===== src/rtl/tt_ctrl_seq_if.sv =====
// Request/response and mux-control bundle for the tt_ctrl_seq select sequencer.
// The master side issues "select design N" requests and observes the
// resulting control lines; the slave side is the sequencer itself.
interface tt_ctrl_seq_if #(
    parameter int ADDR_W = 10,
    parameter int PW_W   = 8
);

    // request handshake
    logic              req_valid;
    logic              req_ready;
    logic [ADDR_W-1:0] req_addr;
    logic              req_ena;
    logic [PW_W-1:0]   pulse_len;

    // status
    logic              busy;
    logic              done;
    logic [ADDR_W-1:0] cur_addr;

    // serial select lines toward the mux controller
    logic              ctrl_sel_rst_n;
    logic              ctrl_sel_inc;
    logic              ctrl_ena;

    modport master (
        output req_valid,
        output req_addr,
        output req_ena,
        output pulse_len,
        input  req_ready,
        input  busy,
        input  done,
        input  cur_addr,
        input  ctrl_sel_rst_n,
        input  ctrl_sel_inc,
        input  ctrl_ena
    );

    modport slave (
        input  req_valid,
        input  req_addr,
        input  req_ena,
        input  pulse_len,
        output req_ready,
        output busy,
        output done,
        output cur_addr,
        output ctrl_sel_rst_n,
        output ctrl_sel_inc,
        output ctrl_ena
    );

endinterface


===== src/rtl/tt_ctrl_seq.sv =====
// tt_ctrl_seq: turns a parallel "select design N" request into the serial
// pulse train the mux controller expects: disable, pulse the select-counter
// reset, emit N increment pulses, then drive the requested final enable.
// Every phase lasts L = max(pulse_len,1) cycles, and all outputs come straight
// from flops so the control lines cannot glitch.
module tt_ctrl_seq #(
    parameter int ADDR_W = 10,
    parameter int PW_W   = 8
) (
    input  logic          clk,
    input  logic          rst_n,
    tt_ctrl_seq_if.slave  bus
);

    typedef enum logic [2:0] {
        ST_IDLE,
        ST_DIS,
        ST_RST_LO,
        ST_RST_HI,
        ST_INC_HI,
        ST_INC_LO,
        ST_DONE
    } state_t;

    localparam logic [PW_W-1:0]   PW_ONE   = {{(PW_W-1){1'b0}}, 1'b1};
    localparam logic [ADDR_W-1:0] ADDR_ONE = {{(ADDR_W-1){1'b0}}, 1'b1};

    state_t            state;

    // captured request
    logic [PW_W-1:0]   len_m1;
    logic [ADDR_W-1:0] addr_q;
    logic              fin_ena;

    // phase timing and remaining increment pulses
    logic [PW_W-1:0]   phase_cnt;
    logic [ADDR_W-1:0] inc_cnt;

    // registered outputs
    logic              ready_r;
    logic              busy_r;
    logic              done_r;
    logic [ADDR_W-1:0] cur_addr_r;
    logic              sel_rst_n_r;
    logic              sel_inc_r;
    logic              ena_r;

    // decoded helpers
    logic [PW_W-1:0]   req_len_m1;
    logic              phase_last;

    // L-1 for the incoming request, with a zero length treated as one cycle
    always_comb begin
        req_len_m1 = '0;
        if (bus.pulse_len != '0) begin
            req_len_m1 = bus.pulse_len - PW_ONE;
        end
        phase_last = (phase_cnt == '0);
    end

    // sequencer state, phase timing and every registered output
    always_ff @(posedge clk) begin
        if (!rst_n) begin
            state       <= ST_IDLE;
            len_m1      <= '0;
            addr_q      <= '0;
            fin_ena     <= 1'b0;
            phase_cnt   <= '0;
            inc_cnt     <= '0;
            ready_r     <= 1'b1;
            busy_r      <= 1'b0;
            done_r      <= 1'b0;
            cur_addr_r  <= '0;
            sel_rst_n_r <= 1'b0;
            sel_inc_r   <= 1'b0;
            ena_r       <= 1'b0;
        end else begin
            done_r <= 1'b0;
            case (state)
                ST_IDLE: begin
                    if (bus.req_valid && ready_r) begin
                        len_m1    <= req_len_m1;
                        addr_q    <= bus.req_addr;
                        fin_ena   <= bus.req_ena;
                        inc_cnt   <= bus.req_addr;
                        phase_cnt <= req_len_m1;
                        ena_r     <= 1'b0;
                        busy_r    <= 1'b1;
                        ready_r   <= 1'b0;
                        state     <= ST_DIS;
                    end
                end

                ST_DIS: begin
                    if (phase_last) begin
                        sel_rst_n_r <= 1'b0;
                        phase_cnt   <= len_m1;
                        state       <= ST_RST_LO;
                    end else begin
                        phase_cnt <= phase_cnt - PW_ONE;
                    end
                end

                ST_RST_LO: begin
                    if (phase_last) begin
                        sel_rst_n_r <= 1'b1;
                        phase_cnt   <= len_m1;
                        state       <= ST_RST_HI;
                    end else begin
                        phase_cnt <= phase_cnt - PW_ONE;
                    end
                end

                ST_RST_HI: begin
                    if (phase_last) begin
                        if (inc_cnt != '0) begin
                            sel_inc_r <= 1'b1;
                            phase_cnt <= len_m1;
                            state     <= ST_INC_HI;
                        end else begin
                            ena_r      <= fin_ena;
                            done_r     <= 1'b1;
                            cur_addr_r <= addr_q;
                            busy_r     <= 1'b0;
                            state      <= ST_DONE;
                        end
                    end else begin
                        phase_cnt <= phase_cnt - PW_ONE;
                    end
                end

                ST_INC_HI: begin
                    if (phase_last) begin
                        sel_inc_r <= 1'b0;
                        phase_cnt <= len_m1;
                        state     <= ST_INC_LO;
                    end else begin
                        phase_cnt <= phase_cnt - PW_ONE;
                    end
                end

                ST_INC_LO: begin
                    if (phase_last) begin
                        inc_cnt <= inc_cnt - ADDR_ONE;
                        if (inc_cnt == ADDR_ONE) begin
                            ena_r      <= fin_ena;
                            done_r     <= 1'b1;
                            cur_addr_r <= addr_q;
                            busy_r     <= 1'b0;
                            state      <= ST_DONE;
                        end else begin
                            sel_inc_r <= 1'b1;
                            phase_cnt <= len_m1;
                            state     <= ST_INC_HI;
                        end
                    end else begin
                        phase_cnt <= phase_cnt - PW_ONE;
                    end
                end

                ST_DONE: begin
                    ready_r <= 1'b1;
                    state   <= ST_IDLE;
                end

                default: begin
                    sel_inc_r <= 1'b0;
                    busy_r    <= 1'b0;
                    ready_r   <= 1'b1;
                    state     <= ST_IDLE;
                end
            endcase
        end
    end

    assign bus.req_ready      = ready_r;
    assign bus.busy           = busy_r;
    assign bus.done           = done_r;
    assign bus.cur_addr       = cur_addr_r;
    assign bus.ctrl_sel_rst_n = sel_rst_n_r;
    assign bus.ctrl_sel_inc   = sel_inc_r;
    assign bus.ctrl_ena       = ena_r;

endmodule


===== src/flat_wrapper.sv =====
// flat-port wrapper written by rule: the top's interface ports become plain ports
module tt_ctrl_seq_flat 
#(
    parameter int ADDR_W = 10,
    parameter int PW_W   = 8
)
  (clk, rst_n, bus_req_valid, bus_req_addr, bus_req_ena, bus_pulse_len, bus_req_ready, bus_busy, bus_done, bus_cur_addr, bus_ctrl_sel_rst_n, bus_ctrl_sel_inc, bus_ctrl_ena);
  tt_ctrl_seq_if #(.ADDR_W(ADDR_W), .PW_W(PW_W)) bus_i ();
  input  logic clk;
  input  logic rst_n;
  input wire logic [$bits(bus_i.req_valid)-1:0] bus_req_valid;
  input wire logic [$bits(bus_i.req_addr)-1:0] bus_req_addr;
  input wire logic [$bits(bus_i.req_ena)-1:0] bus_req_ena;
  input wire logic [$bits(bus_i.pulse_len)-1:0] bus_pulse_len;
  output wire logic [$bits(bus_i.req_ready)-1:0] bus_req_ready;
  output wire logic [$bits(bus_i.busy)-1:0] bus_busy;
  output wire logic [$bits(bus_i.done)-1:0] bus_done;
  output wire logic [$bits(bus_i.cur_addr)-1:0] bus_cur_addr;
  output wire logic [$bits(bus_i.ctrl_sel_rst_n)-1:0] bus_ctrl_sel_rst_n;
  output wire logic [$bits(bus_i.ctrl_sel_inc)-1:0] bus_ctrl_sel_inc;
  output wire logic [$bits(bus_i.ctrl_ena)-1:0] bus_ctrl_ena;
  assign bus_i.req_valid = bus_req_valid;
  assign bus_i.req_addr = bus_req_addr;
  assign bus_i.req_ena = bus_req_ena;
  assign bus_i.pulse_len = bus_pulse_len;
  assign bus_req_ready = bus_i.req_ready;
  assign bus_busy = bus_i.busy;
  assign bus_done = bus_i.done;
  assign bus_cur_addr = bus_i.cur_addr;
  assign bus_ctrl_sel_rst_n = bus_i.ctrl_sel_rst_n;
  assign bus_ctrl_sel_inc = bus_i.ctrl_sel_inc;
  assign bus_ctrl_ena = bus_i.ctrl_ena;
  tt_ctrl_seq #(.ADDR_W(ADDR_W), .PW_W(PW_W)) u_core (.clk(clk), .rst_n(rst_n), .bus(bus_i));
endmodule

===== config.mk =====
export PLATFORM = sky130hd
export DESIGN_NAME = tt_ctrl_seq_flat
export DESIGN_NICKNAME = d
export VERILOG_FILES = /design/src/rtl/tt_ctrl_seq_if.sv /design/src/rtl/tt_ctrl_seq.sv /design/src/flat_wrapper.sv
export SDC_FILE = /design/constraint.sdc
export NUM_CORES = 1
export LEC_CHECK = 0
export BUFFER_PORTS_ARGS = -buffer_cell sky130_fd_sc_hd__clkbuf_2
export CAP_MARGIN = 0
export CORE_ASPECT_RATIO = 1.5
export CORE_MARGIN = 2
export CORE_UTILIZATION = 30
export CTS_BUF_LIST = sky130_fd_sc_hd__clkbuf_4 sky130_fd_sc_hd__clkbuf_8
export CTS_CLUSTER_DIAMETER = 60
export CTS_CLUSTER_SIZE = 10
export DETAILED_ROUTE_END_ITERATION = 10
export GPL_TIMING_DRIVEN = 0
export RECOVER_POWER = 50
export SYNTH_ARGS = -nofsm -noshare
export SYNTH_HDL_FRONTEND = slang
export SYNTH_SLANG_ARGS = --single-unit

===== constraint.sdc =====
create_clock -name clk -period 1.8 [get_ports clk]
set_input_delay 0.27 -clock clk [delete_from_list [all_inputs] [get_ports clk]]
set_output_delay 0.27 -clock clk [all_outputs]
set_load 0.05 [all_outputs]

== After elaboration in Yosys (flattened, before gate mapping) ==
Index checks and enable logic that the tools add are counted.

* Bits in registers: 56
* Bits in latches: 0
* RAM bits: 0
* Bits in read-only memories: 0
* Input bits: 22
* Output and inout port bits: 16
* Word-level logic and storage cells: 113
* Memories: 0

* Add/sub/neg operators: 3
* Multipliers: 0
* Divide/modulo/power cells: 0
* Magnitude comparators: 0
* Equal/unequal tests: 19
* Shifts and indexed selects: 0
* Muxes and demuxes: 51
* Bitwise gates (word level): 3
* Reduce and logical (&&, ||, !) cells: 24

{| class="wikitable"
|+ Operators with widths
! kind !! count
|-
| $mux 10 || 6
|-
| $mux 8 || 7
|-
| $pmux 10 s2 || 2
|-
| $pmux 8 s4 || 1
|-
| $reduce_and 6->1 || 4
|-
| $mux 1 || 20
|-
| $mux 3 || 6
|-
| $pmux 3 s6 || 1
|-
| $ne 2x1->1 const B || 8
|-
| $sub 8x1->8 const B || 2
|-
| $eq 10x1->1 const B || 1
|-
| $reduce_bool 10->1 || 1
|-
| $sub 10x1->10 const B || 1
|-
| $eq 3x3->1 const B || 3
|-
| $logic_not 8->1 || 1
|-
| $pmux 1 s4 || 2
|-
| $reduce_bool 8->1 || 1
|-
| $reduce_or 4->1 || 2
|-
| $eq 3x2->1 const B || 2
|-
| $ne 3x3->1 const B || 2
|-
| $pmux 1 s2 || 3
|-
| $reduce_and 3->1 || 2
|-
| $reduce_bool 2->1 || 3
|-
| $reduce_and 5->1 || 1
|-
| 13 further kinds || 18
|}

== Logic depth before layout (Yosys ltp) ==
Gate-level depths: netlist (run 1).

* Word-level depth: 4
* Gate-level depth with buffers: 9
* Depth with buffers taken out: 7

== Worst setup path after synthesis (run 1) ==
Ideal clock, no wire load.

* Path kind: register to register
* From: register u_core.phase_cnt[0]
* To: register u_core.inc_cnt[7]
* Setup time: 0.137 ns
* Arrival time: 1.810 ns
* Required time: 1.663 ns
* Slack: -0.147 ns
* Cell stages (with the launch flop): 9
* Buffers on the path: 1
* Period minus slack after synthesis: 1.947 ns
* Cells stage by stage: dfxtp_1 -> inv_1 -> ha_1 -> or4b_1 -> buf_6 -> nor3_4 -> nor2_2 -> o21ai_1 -> a221oi_2

* Longest elaborated chain between the ends: 3

{| class="wikitable"
|+ RTL lines
! element !! line !! text
|-
| start, declared || tt_ctrl_seq.sv:36 || <nowiki>logic [PW_W-1:0] phase_cnt;</nowiki>
|-
| start signal, assigned || tt_ctrl_seq.sv:86 || <nowiki>phase_cnt <= req_len_m1;</nowiki>
|-
| start signal, assigned || tt_ctrl_seq.sv:97 || <nowiki>phase_cnt <= len_m1;</nowiki>
|-
| start signal, assigned || tt_ctrl_seq.sv:100 || <nowiki>phase_cnt <= phase_cnt - PW_ONE;</nowiki>
|-
| $logic_not 8->1 || tt_ctrl_seq.sv:58 || <nowiki>phase_last = (phase_cnt == '0);</nowiki>
|-
| $ne 2x1->1 (no source line) || -- ||
|-
| $reduce_and 3->1 (no source line) || -- ||
|-
| end signal, assigned || tt_ctrl_seq.sv:85 || <nowiki>inc_cnt <= bus.req_addr;</nowiki>
|-
| end signal, assigned || tt_ctrl_seq.sv:144 || <nowiki>inc_cnt <= inc_cnt - ADDR_ONE;</nowiki>
|-
| end, declared || tt_ctrl_seq.sv:37 || <nowiki>logic [ADDR_W-1:0] inc_cnt;</nowiki>
|}

No other way between the ends.
A chain may end at the register's enable or synchronous reset.

== Worst setup path after layout (run 1) ==
* From: register u_core.phase_cnt[0]
* To: register u_core.phase_cnt[7]

* Longest elaborated chain between the ends: 3
* Elaborated cells between the ends (all ways): 9
* Those cells by class: add/sub: 1; eq/ne: 2; mux: 4; reduce/logical: 2

{| class="wikitable"
|+ RTL lines
! element !! line !! text
|-
| $sub 8x1->8 or $logic_not 8->1 (tied branches) || -- ||
|-
| $mux 8 (tied with other cells) || tt_ctrl_seq.sv:143 || <nowiki>if (phase_last) begin</nowiki>
|-
| $pmux 8 s4 or $reduce_and 4->1 (tied branches) || -- ||
|}

Parallel ways exist; a longest one is shown, timed or not.

==> results of run 1 <==
==> state kept, by name, summed over array words and instances, names as in the netlist <==
signal / count
u_core.fin_ena: 1
u_core.inc_cnt: 10
u_core.bus.req_ready: 1
u_core.len_m1: 8
u_core.bus.cur_addr: 10
u_core.bus.ctrl_sel_rst_n: 1
u_core.bus.ctrl_ena: 1
u_core.addr_q: 10
u_core.bus.done: 1
u_core.phase_cnt: 8
u_core.bus.busy: 1
u_core.state: 3
u_core.bus.ctrl_sel_inc: 1
==> cell type report <==
type,count,area (µm²),share of cell area
sequential,56,1132,0.2957
clock inverter,3,27.53,0.007187
timing repair buffer,61,372.9,0.09735
multi-input combinational,277,1938,0.5060
clock buffer,5,68.82,0.01797
inverter,11,41.29,0.01078
tap,115,143.9,0.03757
buffer,18,105.1,0.02744
==> synth_stat cells (4+ instances only) <==
| library cell | count |
|---|---|
| nor3_1 | 14 |
| ha_1 | 6 |
| nand2_1 | 49 |
| o21ai_0 | 6 |
| nor4_1 | 4 |
| or3_1 | 4 |
| a211oi_1 | 4 |
| nand3_1 | 7 |
| buf_2 | 7 |
| nor2_1 | 31 |
| o22ai_1 | 5 |
| o211ai_1 | 6 |
| dfxtp_1 | 56 |
| a31oi_1 | 5 |
| clkbuf_1 | 11 |
| inv_1 | 10 |
| mux2i_1 | 13 |
| o21ai_1 | 13 |
| a22o_1 | 4 |
| nor3b_1 | 4 |
| xnor2_1 | 5 |
| and2_1 | 4 |
| a21oi_1 | 48 |
==> per-layer routing <==
metal	vias up	share of wire
met2	78	0.54
li1	1457	-
met3	24	0.035
met4	0	0.040
met5	-	0
met1	1395	0.39
==> cell families after synthesis <==
kind of cell,count (synthesis),synth area share
xor gates and xnor gates,6,0.01780
AOI/OAI and AO/OA,112,0.2442
adders and majority gates,6,0.02543
muxes,15,0.05171
DFF,56,0.3798
buffers and inverters,31,0.04493
and+or+nand+nor,138,0.2361
==> repair_timing <==
item,4_1_cts,5_1_grt
gates resized for setup,44,27
pin swaps,18,14
setup buffers,18,6
hold buffers,0,0
setup endpoints to repair,48,49
cloned,1,0
==> per-stage QoR <==
step,hold slack (ns),instances,worst slack [ns],utilization
after floorplan,0.4060,364,-0.03209,-
final,0.1692,546,-0.1075,0.3975
after global placement,0.4429,516,-0.4579,0.3458
after CTS,0.1611,541,-0.1296,0.3868
after detailed placement,0.4501,516,-0.4377,0.3458
after global routing,0.1767,546,-0.1826,0.3975
==> power by group through the flow <==
stage | registers, µW | logic (µW) | clock network, µW
6_report | 1760 | 2880 | 756
2_1_floorplan | 1720 | 1720 | 0
3_3_place_gp | 1740 | 2240 | 0
3_5_place_dp | 1740 | 2250 | 0
5_1_grt | 1800 | 3130 | 816
4_1_cts | 1740 | 2630 | 780
==> worst max-delay path, stage by stage (launching register included) <==
cell and delay [ns]:
dfxtp_2 0.34, inv_2 0.07, ha_4 0.12, or4b_4 0.55, nor2_8 0.19, a221oi_4 0.12
buf_4 0.18, o221a_1 0.23
==> final timing paths <==
kind	startpoint	end	slack (ns)	cells after the start
setup / recovery	u_core.phase_cnt[0]	u_core.phase_cnt[7]	-0.11	7
hold / removal	bus_req_addr[2]	u_core.addr_q[2]	0.17	3
setup reg to reg	u_core.phase_cnt[0]	u_core.phase_cnt[7]	-0.11	7
hold reg to reg	u_core.addr_q[3]	u_core.addr_q[3]	0.47	2
==> metrics.md, run 1 <==
| Metric | Value |
|---|---|
| Status | finished with violations |
| Violated checks | setup timing |
| Setup Skew | 0.01082 ns |
| Via-per-instance ratio | 5.410 |
| Crit path max fanout | 6 |
| Die Y | between 100 and 150 µm |
| Port Buffers | 37 |
| Peak Freq | between 0.5 and 0.6 GHz |
| Post-synth top area share | 0.3798 |
| Die Wd | 84.99 µm |
| Slew Viols, Final | 0 |
| Iteration-0 DRC Markers | 162 |
| H-tree levels | 2 |
| Root buffer cell | clkbuf_8 |
| Area contributors post-synth | dfxtp_1 38%, a21oi_1 8.1%, nand2_1 6.2%, mux2i_1 4.4%, nor2_1 3.9% |
| # fillers | 979 |
| Worst-Margin Slew | just under 0.7 ns |
| Initial antenna violation count | 0 |
| Power share of the combinational group | 0.534 |
| Area after DPL | 3332 µm² |
| Fin. Hold Viols | 0 |
| Rel. slew slack | 0.5409 |
| Share of power burned in registers | 0.326 |
| Final Critical Period | between 1.5 and 2 ns |
| #FFs+latches synth | 56 |
| Via count | between 2000 and 3000 |
| Final worst slack | -0.1075 ns |
| Area delta synth->final | 29.76% |
| DRT antenna net count | 0 |
| Primary FF master, synth | dfxtp_1 |
| Post-synth EDFFs | 0 |
| Most frequent cells in the layout | 49 x dfxtp_1, 46 x nand2_1, 37 x a21oi_1 |
| Share of layout cells above drive strength 1 | 0.2923 |
| Worst Hold Class | in2reg |
| Yosys warnings | 0 |
| Clock Path Buffers | 2 |
| Req. time, crit path | 2.03 ns |
| Mapped Cells | 364 |
| Critical path endpoint category | flip-flop |
| Worst-path clk slew | 0.11 ns |
| DRC errors left | 0 |
| Maximum VDD drop | approximately 0.62 mV |
| Met1 usage | 0.1862 |
| Met2 usage | 0.3079 |
| Vias in the first global route | 2932 |
| Leak | 0.001499 µW |
| Clock sink total | 56 |
| GR peak layer | met2 |
| Crit path launch type | flip-flop |
| Total routed wirelength | 9.098 mm |
| Switching share of power | 0.4461 |
| First-pass GRT wire length | 14.46 mm |
| FP Rows | between 40 and 50 |
| Global route total overflow | 0 |
| Largest area contributor in the netlist | dfxtp_1 |
| Pwr Total | 5390 µW |
| Total CTS buffers | 5 |
| RSZ-0062 raised after global routing | true |
| Final setup viols | 20 |
| P_int | 2986 µW |
| Initial Util | 0.3064 |
| Syn_nets | 392 |
| Met3 GRT Util | 0.02376 |
| Tcrit/Tclk final | 1.060 |
| CTS tree | built |
| Final Wtd Congestion | 0.9318 |
| Core footprint | 9634 µm² |
| Die area | 10660 µm² |
| Nets | 458 |
| # IOs | 38 |
| Syn_area_per_cell | 8.109 µm² |
| HPWL after DPL | 6.319 mm |
| Proportion of power drawn by the clock network | 0.140 |
| Crit path DAT | 2.14 ns |
| Unique masters post-synth | 59 |
| Async set or reset register ratio after synthesis | 0 |
| Final instance area | roughly 3800 µm² |
| Setup CP Type | reg2reg |
| Largest net degree at the start of global routing | 20 |
| TritonRoute pass-1 iters | 4 |
| Cell Area, Synth | between 2000 and 3000 µm² |
| Pwr/cell area | 1407 nW/µm² |
| Final TNS setup | -0.9471 ns |
| Worst-Skew Late Latency | 0.33 ns |
| Avg WL per Cell | 16.66 µm |
| Max cap viols | 0 |
| Commonest non-fill, non-tap cell in the layout | dfxtp_1 |
| Switching Power | 2404 µW |
| Seq/Total Area, Yosys | 0.3798 |
| Total GRT Usage | 0.1698 |
| N_diodes | 0 |
Note: power is estimated with default switching activity, not from simulation.
==> inputs of run 2 (changes only) <==
- CORE_ASPECT_RATIO: 1.5 -> 1.25
==> run 2 against run 1 <==
The run still ends with setup timing left. Largest cell class unchanged. Sequential cell count did not move. Clock-buffer cell count rose by 1. Largest power group unchanged. Wire length fell by 1.3%. Non-clock buffer count rose by 5. Critical path depth rose by 1. Highest routed layer unchanged. Register-to-register slack barely moved. Critical endpoint is now u_core.bus.cur_addr[3]. Worst hold slack improved by 0.00064 ns. Total power rose by 1.0%.
==> metrics.md, run 2 (same netlist as run 1, synthesis figures left out) <==
| Metric | Value |
|---|---|
| Total routed wirelength | 8.984 mm (-1.3%) |
| Die Wd | 92.72 µm (+9.1%) |
| Req. time, crit path | 1.98 ns (-0.05 ns) |
| Worst-Margin Slew | 0.6363 ns (-0.05238 ns) |
| HPWL after DPL | 5.996 mm (-5.1%) |
| Leak | 0.001505 µW (+0.38%) |
| Final worst slack | -0.1005 ns (+0.007009 ns) |
| Pwr Total | 5444 µW (+1.0%) |
| WHS | 0.1698 ns (+0.0006360 ns) |
| Post-Layout Cell Count | 562 (+2.9%) |
| Proportion of power drawn by the clock network | 0.126 (-0.014) |
| CTS tree | built |
| Via count | 2999 (+1.5%) |
| Crit path launch type | flip-flop |
| Crit path DAT | 2.08 ns (-0.06 ns) |
| Max cap viols | 0 (unchanged) |
| Die Y | 114.9 µm (-8.4%) |
| Root buffer cell | clkbuf_8 |
| Setup CP Type | reg2reg |
| Peak Freq | 0.5262 GHz (+0.37%) |
| Power share of the combinational group | 0.547 (+0.013) |
| Worst-Skew Late Latency | 0.31 ns (-0.02 ns) |
| Initial Util | 0.3072 (+0.0007978) |
| Hold-fix buffers at CTS | 0 (unchanged) |
| Core footprint | 9609 µm² (-0.26%) |
| Setup Skew | 0.01072 ns (-0.0001066 ns) |
| Critical path endpoint category | flip-flop |
| Final Wtd Congestion | 0.8700 (-6.6%) |
| Most frequent cells in the layout | 48 x dfxtp_1, 47 x nand2_1, 44 x a21oi_1 |
| Iteration-0 DRC Markers | 126 (-22%) |
| Violated checks | setup timing |
| DRT antenna net count | 0 (unchanged) |
| Crit path max fanout | 6 (unchanged) |
| Final setup viols | 26 (+30%) |
| Initial antenna violation count | 0 (unchanged) |
| Vias in the first global route | 2822 (-3.8%) |
| TritonRoute pass-1 iters | 4 (unchanged) |
| Switching share of power | 0.4327 (-0.01335) |
| Avg WL per Cell | 15.99 µm (-4.1%) |
| Post-place setup slack | -0.3743 ns (+0.06336 ns) |
| Worst-path clk slew | 0.10 ns (about the same) |
| Total GRT Usage | 0.1678 (-0.002001) |
| Port Buffers | 37 (unchanged) |
| First-pass GRT wire length | 14.40 mm (-0.38%) |
| Switching Power | 2356 µW (-2.0%) |
| P_int | 3088 µW (+3.4%) |
| Rel. slew slack | 0.5758 (+0.03492) |
| Worst Hold Class | in2reg |
| Placed insts | 527 (+2.1%) |
| Share of layout cells above drive strength 1 | 0.2913 (-0.001059) |
| Maximum VDD drop | 0.6309 mV (+2.4%) |
| Status | finished with violations |
| Commonest non-fill, non-tap cell in the layout | dfxtp_1 |
| Total CTS buffers | 5 (unchanged) |
| Clock Path Buffers | 2 (unchanged) |
| Global route total overflow | 0 (unchanged) |
| Area delta synth->final | 32.47% |
| Tcrit/Tclk final | 1.056 (-0.003894) |
| Die area | 10650 µm² (-0.11%) |
| N_diodes | 0 (unchanged) |
| Pwr/cell area | 1392 nW/µm² (-1.1%) |
| DRC errors left | 0 (unchanged) |
| Clock sink total | 56 (unchanged) |
| Via-per-instance ratio | 5.336 (-1.4%) |
| H-tree levels | 2 (unchanged) |
| # IOs | 38 (unchanged) |
| Final Critical Period | 1.900 ns (-0.007009 ns) |
| Nets | 464 (+1.3%) |
| Share of power burned in registers | 0.327 (about the same) |
| Slew Viols, Final | 0 (unchanged) |
| Fin. Hold Viols | 0 (unchanged) |
| Largest net degree at the start of global routing | 16 (-20%) |
| RSZ-0062 raised after global routing | true |
| FP Rows | 40 (-9.1%) |
[run 2: layout make-up]
type | instances | area (µm²)
plain buffers | 18 | 106.4
clock buffers | 6 | 76.32
clock inverters | 1 | 5.005
fillers | 985 | 5699
inverters | 11 | 46.29
multi-input cells | 278 | 1972
flip-flops and latches | 56 | 1136
well taps | 126 | 157.7
repair buffers | 66 | 410.4
[run 2: metal layers]
layer / global-route usage / share of wire
met2: 0.2964 / 0.50
met5: 0 / 0
met4: 0.05882 / 0.022
met1: 0.2104 / 0.42
met3: 0.02228 / 0.054
[run 2: metrics by stage]
stage | setup TNS, ns | util | cell area (µm²)
after global placement | -7.973 | 0.3482 | 3346
after floorplan | -0.1396 | - | 3003
final | -1.423 | 0.4069 | 3910
after detailed placement | -9.732 | 0.3482 | 3346
after CTS | -1.181 | 0.3816 | 3667
after global routing | -3.809 | 0.4069 | 3910
[run 2: worst paths after layout]
| check | from | endpoint | slack, ns | cells past startpoint |
|---|---|---|---|---|
| worst max-delay path | u_core.phase_cnt[0] | u_core.bus.cur_addr[3] | -0.10 | 8 |
| worst min-delay path | bus_req_ena | u_core.fin_ena | 0.17 | 3 |
| worst max register to register | u_core.phase_cnt[0] | u_core.bus.cur_addr[3] | -0.10 | 8 |
| worst min register to register | u_core.addr_q[5] | u_core.addr_q[5] | 0.46 | 2 |
[run 2: critical path, stage by stage (launching register included)]
cell and delay [ns]:
dfxtp_4 0.37, inv_4 0.06, ha_4 0.11, or4b_4 0.55, nor2_8 0.21, buf_12 0.15, nand2_8 0.08, mux2i_2 0.17
nor2_1 0.06
[run 2: power groups by stage]
stage	logic [µW]	registers [µW]	clock network [µW]
3_3_place_gp	2200	1740	0
5_1_grt	3240	1810	743
2_1_floorplan	1720	1720	0
6_report	2980	1780	685
3_5_place_dp	2240	1740	0
4_1_cts	2550	1750	700
[run 2: timing repair]
action                                  CTS  global route
hold endpoints to repair                  0             0
pin swaps                                12            18
gates resized for setup                  39            33
gates cloned                              1             1
buffers inserted                         16            12
endpoints found under the setup margin   48            50
==> inputs of run 3 (changes only) <==
- ABC_CLOCK_PERIOD_IN_PS: default -> 1800
- PLACE_DENSITY: default -> 0.54
==> run 3 against run 2 <==
Cell count down 1.2%. Register-to-register slack barely moved. Critical path depth unchanged. Utilization fell by 0.72 points. Wire length shrank 1.4%. Via count is 3.4% lower. Clock skew shrank 0.0029 ns. Critical endpoint is now u_core.phase_cnt[2]. Worst setup slack got worse by 0.014 ns. The run still ends with setup timing left. Worst hold slack better by 0.013 ns.
==> metrics.md, run 3 (same netlist as run 1, synthesis figures left out) <==
| Metric | Value |
|---|---|
| Initial antenna violation count | 0 (unchanged) |
| Die Wd | 92.72 µm (unchanged) |
| Worst-Margin Slew | 0.6401 ns (+0.003831 ns) |
| Total routed wirelength | 8.861 mm (-1.4%) |
| Max cap viols | 0 (unchanged) |
| Total GRT Usage | 0.1661 (-0.001738) |
| Clock sink total | 56 (unchanged) |
| Crit path DAT | 2.13 ns (+0.05 ns) |
| Clock Path Buffers | 2 (unchanged) |
| H-tree levels | 2 (unchanged) |
| Max stage delay on crit path | 0.54 ns (about the same) |
| RSZ-0062 raised after global routing | true |
| Worst Hold Class | in2reg |
| Die Y | 114.9 µm (unchanged) |
| Final instance area | 3841 µm² (-1.8%) |
| Pwr Total | 5439 µW (about the same) |
| # IOs | 38 (unchanged) |
| Setup CP Type | reg2reg |
| Crit path launch type | flip-flop |
| Via-per-instance ratio | 5.222 (-2.1%) |
| # fillers | 1049 (+6.5%) |
| Status | finished with violations |
| Final Wtd Congestion | 0.8678 (-0.25%) |
| Critical path endpoint category | flip-flop |
| FP Rows | 40 (unchanged) |
| Maximum VDD drop | 0.5330 mV (-16%) |
| Sequential cell area | 1135 µm² (-0.11%) |
| Violated checks | setup timing |
| HPWL after DPL | 6.082 mm (+1.4%) |
| Worst-path clk slew | 0.11 ns (about the same) |
| Final Critical Period | 1.915 ns (+0.01448 ns) |
| Core Util, Final | 0.3997 (-0.007161) |
| Pwr/cell area | 1416 nW/µm² (+1.7%) |
| Peak Freq | 0.5222 GHz (-0.76%) |
| Req. time, crit path | 2.01 ns (+0.03 ns) |
| Rel. slew slack | 0.5693 (-0.006489) |
| Core footprint | 9609 µm² (unchanged) |
| Avg WL per Cell | 15.97 µm (-0.13%) |
| Slew Viols, Final | 0 (unchanged) |
| Final setup viols | 27 (+3.8%) |
| Leak | 0.001463 µW (-2.8%) |
| Total CTS buffers | 5 (unchanged) |
| DRT antenna net count | 0 (unchanged) |
| Area of the multi-input gates | 1939 µm² (-1.6%) |
| First-pass GRT wire length | 14.12 mm (-1.9%) |
| Die area | 10650 µm² (unchanged) |
| Slowest cell on crit path | or4b_4 |
| Post-place setup slack | -0.4730 ns (-0.09872 ns) |
| Nets | 456 (-1.7%) |
| Root buffer cell | clkbuf_8 |
| Setup Skew | 0.007810 ns (-0.002905 ns) |
| Area delta synth->final | 30.14% |
| Global route total overflow | 0 (unchanged) |
| Worst-Skew Late Latency | 0.31 ns (about the same) |
| Area after DPL | 3346 µm² (unchanged) |
| Tcrit/Tclk final | 1.064 (+0.008045) |
| Via count | 2898 (-3.4%) |
| Initial Util | 0.3072 (unchanged) |
| N_diodes | 0 (unchanged) |
| Fin. Hold Viols | 0 (unchanged) |
| DRC errors left | 0 (unchanged) |
| Hold-fix buffers at CTS | 0 (unchanged) |
| Cell chain of the critical path | inv_2 -> ha_4 -> or4b_4 -> buf_4 -> nor3_1 -> a311oi_1 -> a21oi_1 -> a21oi_2 |
| Vias in the first global route | 2823 (+0.035%) |
| Share of layout cells above drive strength 1 | 0.2727 (-0.01856) |
| Most frequent cells in the layout | 49 x dfxtp_1, 47 x nand2_1, 43 x a21oi_1 |
| CTS tree | built |
| Commonest non-fill, non-tap cell in the layout | dfxtp_1 |
| Largest net degree at the start of global routing | 18 (+2) |
| Final worst slack | -0.1150 ns (-0.01448 ns) |
| Port Buffers | 37 (unchanged) |
| TritonRoute pass-1 iters | 4 (unchanged) |
| Crit path max fanout | 5 (-1) |
| Iteration-0 DRC Markers | 96 (-24%) |
-- run 3: cell types whose count changed in the layout (fill, tap and decap cells not counted), sizes merged --
cell / delta
clkinvlp: +2
clkinv: -1
buf: -9
clkbuf: +1
-- run 3: final timing paths --
kind,start,endpoint,slack (ns),cells past startpoint
worst max-delay path,u_core.phase_cnt[1],u_core.phase_cnt[2],-0.11,8
worst min-delay path,bus_req_ena,u_core.fin_ena,0.18,3
worst max register to register,u_core.phase_cnt[1],u_core.phase_cnt[2],-0.11,8
worst min register to register,u_core.addr_q[7],u_core.addr_q[7],0.46,2
-- run 3: repair_timing --
item,CTS,global route
gates resized for setup,32,36
endpoints found under the setup margin,50,49
pin swaps,7,14
buffers inserted,12,8
gates cloned,1,1
hold endpoints to repair,0,0
-- run 3: final cells by class --
cell class	count	share of cell area
Timing Repair Buffer	58	0.09446
Clock buffer	6	0.02150
Buffer	18	0.02671
Sequential cell	56	0.2954
Tap cell	126	0.04104
Inverter	11	0.01205
Multi-Input combinational cell	278	0.5049
Clock inverter	2	0.003909
-- run 3: where the power goes --
part	total (µW)	switching (µW)	internal, µW
combinational	2920	1620	1300
sequential	1770	298	1470
clock	750	437	313
total	5440	2360	3080
-- run 3: metrics by stage --
step / instances / TNS (ns) / hold WS [ns]
after floorplan: 364 / -0.1396 / 0.4060
after global placement: 527 / -10.00 / 0.4452
after detailed placement: 527 / -10.95 / 0.4475
after CTS: 546 / -1.739 / 0.1744
after global routing: 555 / -4.051 / 0.1911
final: 555 / -1.533 / 0.1831
-- run 3: layer usage --
metal | wire length [µm] | vias to the layer above | track usage
met5 | 0 | - | 0
met1 | 3965 | 1379 | 0.2097
met2 | 4463 | 59 | 0.2988
met3 | 337 | 7 | 0.02556
li1 | - | 1453 | -
met4 | 95 | 0 | 0.03824
-- run 3: worst max-delay path: cells and delay by family, from the launching register on --
kind            cells  cell delay, ns
flops               1            0.34
fa+ha+maj           1            0.14
buf+inv             2            0.26
compound gates      3            0.35
simple gates        2            0.70
